**src/rtl/circuit_with_udp_02467.sv**
```systemverilog
// Registered Boolean decode leaf: e = Sum(0,2,4,6,7)(a,b,c), f = e & d,
// g = majority-of-three over (a,b,c,d), delivered through a LATENCY-deep pipe.
module circuit_with_udp_02467 #(
    parameter int LATENCY = 1
) (
    input  logic clk,
    input  logic rst,
    input  logic in_valid,
    input  logic a,
    input  logic b,
    input  logic c,
    input  logic d,
    output logic e,
    output logic f,
    output logic g,
    output logic out_valid
);

    if (LATENCY < 1 || LATENCY > 4) begin : g_bad_latency
        $error("circuit_with_udp_02467: LATENCY must be in 1..4");
    end

    typedef struct packed {
        logic e;
        logic f;
        logic g;
        logic valid;
    } stage_t;

    logic   e_c;
    logic   f_c;
    logic   g_c;
    stage_t stage_d;
    stage_t stage_q [LATENCY];

    always_comb begin
        e_c     = ~c | (a & b);
        f_c     = e_c & d;
        g_c     = (a & b & c) | (a & b & d) | (a & c & d) | (b & c & d);
        stage_d = '{e: e_c, f: f_c, g: g_c, valid: in_valid};
    end

    // NOTE: every stage, data included, is cleared so a reset drops in-flight
    // samples and the outputs read all-zero until real data arrives.
    always_ff @(posedge clk) begin
        if (rst) begin
            for (int i = 0; i < LATENCY; i++) begin
                stage_q[i] <= '0;
            end
        end else begin
            // NOTE: non-blocking assignments make each stage take its
            // predecessor's old value, so the chain shifts by exactly one.
            stage_q[0] <= stage_d;
            for (int i = 1; i < LATENCY; i++) begin
                stage_q[i] <= stage_q[i-1];
            end
        end
    end

    assign e         = stage_q[LATENCY-1].e;
    assign f         = stage_q[LATENCY-1].f;
    assign g         = stage_q[LATENCY-1].g;
    assign out_valid = stage_q[LATENCY-1].valid;

endmodule

```
**config.mk**
```make
export PLATFORM = sky130hd
export DESIGN_NAME = circuit_with_udp_02467
export DESIGN_NICKNAME = d
export VERILOG_FILES = /design/src/rtl/circuit_with_udp_02467.sv
export SDC_FILE = /design/constraint.sdc
export NUM_CORES = 1
export LEC_CHECK = 0
export CAP_MARGIN = 20
export CORE_AREA = 2 2 39 41
export DETAILED_ROUTE_END_ITERATION = 10
export DIE_AREA = 0 0 41 43
export DONT_BUFFER_PORTS = 1
export GPL_ROUTABILITY_DRIVEN = 0
export SYNTH_ARGS = -nofsm -noshare
export SYNTH_HDL_FRONTEND = slang
export SYNTH_SLANG_ARGS = --single-unit
export TNS_END_PERCENT = 20
```
**constraint.sdc**
```tcl
create_clock -name clk -period 1.4 [get_ports clk]
set_clock_uncertainty 0.2 [all_clocks]
set_input_delay 0.14 -clock clk [delete_from_list [all_inputs] [get_ports clk]]
set_output_delay 0.14 -clock clk [all_outputs]
set_load 0.02 [all_outputs]
```
==> flow_summary.ini <==
[placed_design]
numPortBuffers = 0
place_ws_ns = 0.648

[worst_setup_path]
cp-end-kind = flip-flop
worstPathRequired_ns = 1.31
critPathArrivalTime_ns = 1.01
path_class = in -> reg
crit_fanout = 4
crit_path_start_kind = input pin

[clock_tree]
cts.hold.buffers_added = 6
clockBufferDepth = 2
clockRootBuffer = clkbuf_4
cts_buffers = 3
clkSinkCount = 4
htree_levels = 1
post_cts_resize_count = 0
clk_pin_slew_ns = 0.04
cts_setup_buffers = 0
cts_tree = yes

[layout]
layout_commonest_cell = dlygate4sd3_1
syn2layout_area_growth_pct = 78.1
diodes = 0
regMostFlops = stage_q
nets = 30
largestRegisters = stage_q: 4 flops
drive_gt1_frac = 0.190
mostFrequentLayoutCells = dlygate4sd3_1, dfxtp_1, clkbuf_4
largest_reg_flops = 4
utilization = 0.169

[die]
core-area_um2 = 1380
start_util = 0.0949
chipWidth_um = 41
fp.dieH_um = 43
design.die.area_um2 = 1760
io_pins = 11
num_rows = 14

[hold_path]
whs_path_depth = 2
hold_path_class = in -> reg
hp-start = in_valid
min_to = stage_q[0][0]

[global_routing]
grt_pass1_vias = 136
antenna_found_initial = 0
grt_max_degree = 5
grt_overflow = 0
grt_pass1_wl_um = 462
grt_use_total = 0.0442

[synthesis]
synth-simple-area-share = 0.0762
ys_warn_count = 0
syn-num-nets = 19
avgSynthCellArea_um2 = 10.9
synth_top_area_frac = 0.610
ys_types = 7
synth_top_area_cell = dfxtp_1
synth_top_family_by_area = compound AO/OA/AOI/OAI gates
synth-seq-cells = 4
synthMuxAreaShare = 0
synth-seq-area-share = 0.610
synth_area_leaders = dfxtp_1, o211ai_1, a211oi_2, a21oi_1, nor2b_1
synthXorXnorAreaFrac = 0
synth_compound_area_frac = 0.286
syn_inst = 12
synth_area_um2 = 131
synth_fa_ha_area_frac = 0

[power_and_ir_drop]
pwr_density_cell_nw_per_um2 = 1260
cellLeakagePower_nw = 0.0881
vdd_drop_max_mv = 0.179

[timing]
max_freq_mhz = 904
rsz0062_at_grt = false
hold_violations = 0
slew_headroom = 0.857
setup_ws_ns = 0.293
finalCritPeriodShare = 0.790
fin_crit_ns = 1.11
report.final.slew_viol_count = 0
worst_slew_pin_slew_ns = 0.214
setup_viol = 0
finalSetupTns_ns = 0

[routing]
drt-initial-drc-count = 0
vias_per_cell = 3.14
num_vias = 116
route.detailed.drc = 0
dr.pass1.iters = 1
wl_um = 294
drtAntennaViolNets = 0
wl_per_cell_um = 7.95

[run]
maxCapViolations = 0

[outcome]
status = finished clean
[worst max-delay path, cell delays in order]
cell and delay [ns]:
dlygate4sd3_1 0.60, o211ai_1 0.19, a21oi_1 0.09
[per-stage QoR]
step / area, um2 / power [W] / hold WS, ns / instances
6_report: 234 / 0.000295 / 0.383 / 37
4_1_cts: 234 / 0.000302 / 0.368 / 37
5_1_grt: 234 / 0.000315 / 0.409 / 37
3_3_place_gp: 151 / 0.000143 / 0.0141 / 28
3_5_place_dp: 151 / 0.000143 / 0.0138 / 28
2_1_floorplan: 131 / 0.000141 / 0.00907 / 12
[how the worst max path moves through the flow]
stage             startpoint            end  depth (start not counted)
3_5_place_dp   stage_q[0][1]              g                          0
2_1_floorplan  stage_q[0][3]              e                          0
6_report                   c  stage_q[0][1]                          3
5_1_grt                    c  stage_q[0][1]                          3
4_1_cts                    c  stage_q[0][1]                          3
3_3_place_gp   stage_q[0][3]              e                          0
[final cells by class]
| class | count | area (um2) |
|---|---|---|
| Clock buffer | 3 | 22.5 |
| Fill cell | 162 | 1150 |
| Inverter | 1 | 3.75 |
| Multi-Input combinational cell | 7 | 47.5 |
| Sequential cell | 4 | 80.1 |
| Tap cell | 16 | 20.0 |
| Timing Repair Buffer | 6 | 60.1 |
[kinds of logic (layout without fill, tap and decap cells)]
group           after synthesis  after routing
compound gates                5              5
flops                         4              4
simple gates                  2              2
buf+inv                       1             10
[synthesized netlist by cell type (all sizes together)]
cell,number
nand2,1
nor2b,1
o211ai,2
dfxtp,4
a211oi,1
inv,1
a21oi,2
[report_power, final]
group          total (W)  switching, W  leakage, nW  internal [W]
registers       0.000132     0.0000108       0.0332      0.000121
clock network   0.000136     0.0000405       0.0138     0.0000954
logic          0.0000265     0.0000105       0.0411     0.0000159
total           0.000295     0.0000619       0.0881      0.000233
[per-layer routing]
layer,GRT usage,part of all wire
met5,0,0
met4,0.0800,0
met3,0.00524,0.12
met2,0.0625,0.49
met1,0.0354,0.39
Note: power is estimated with default switching activity, not from simulation.
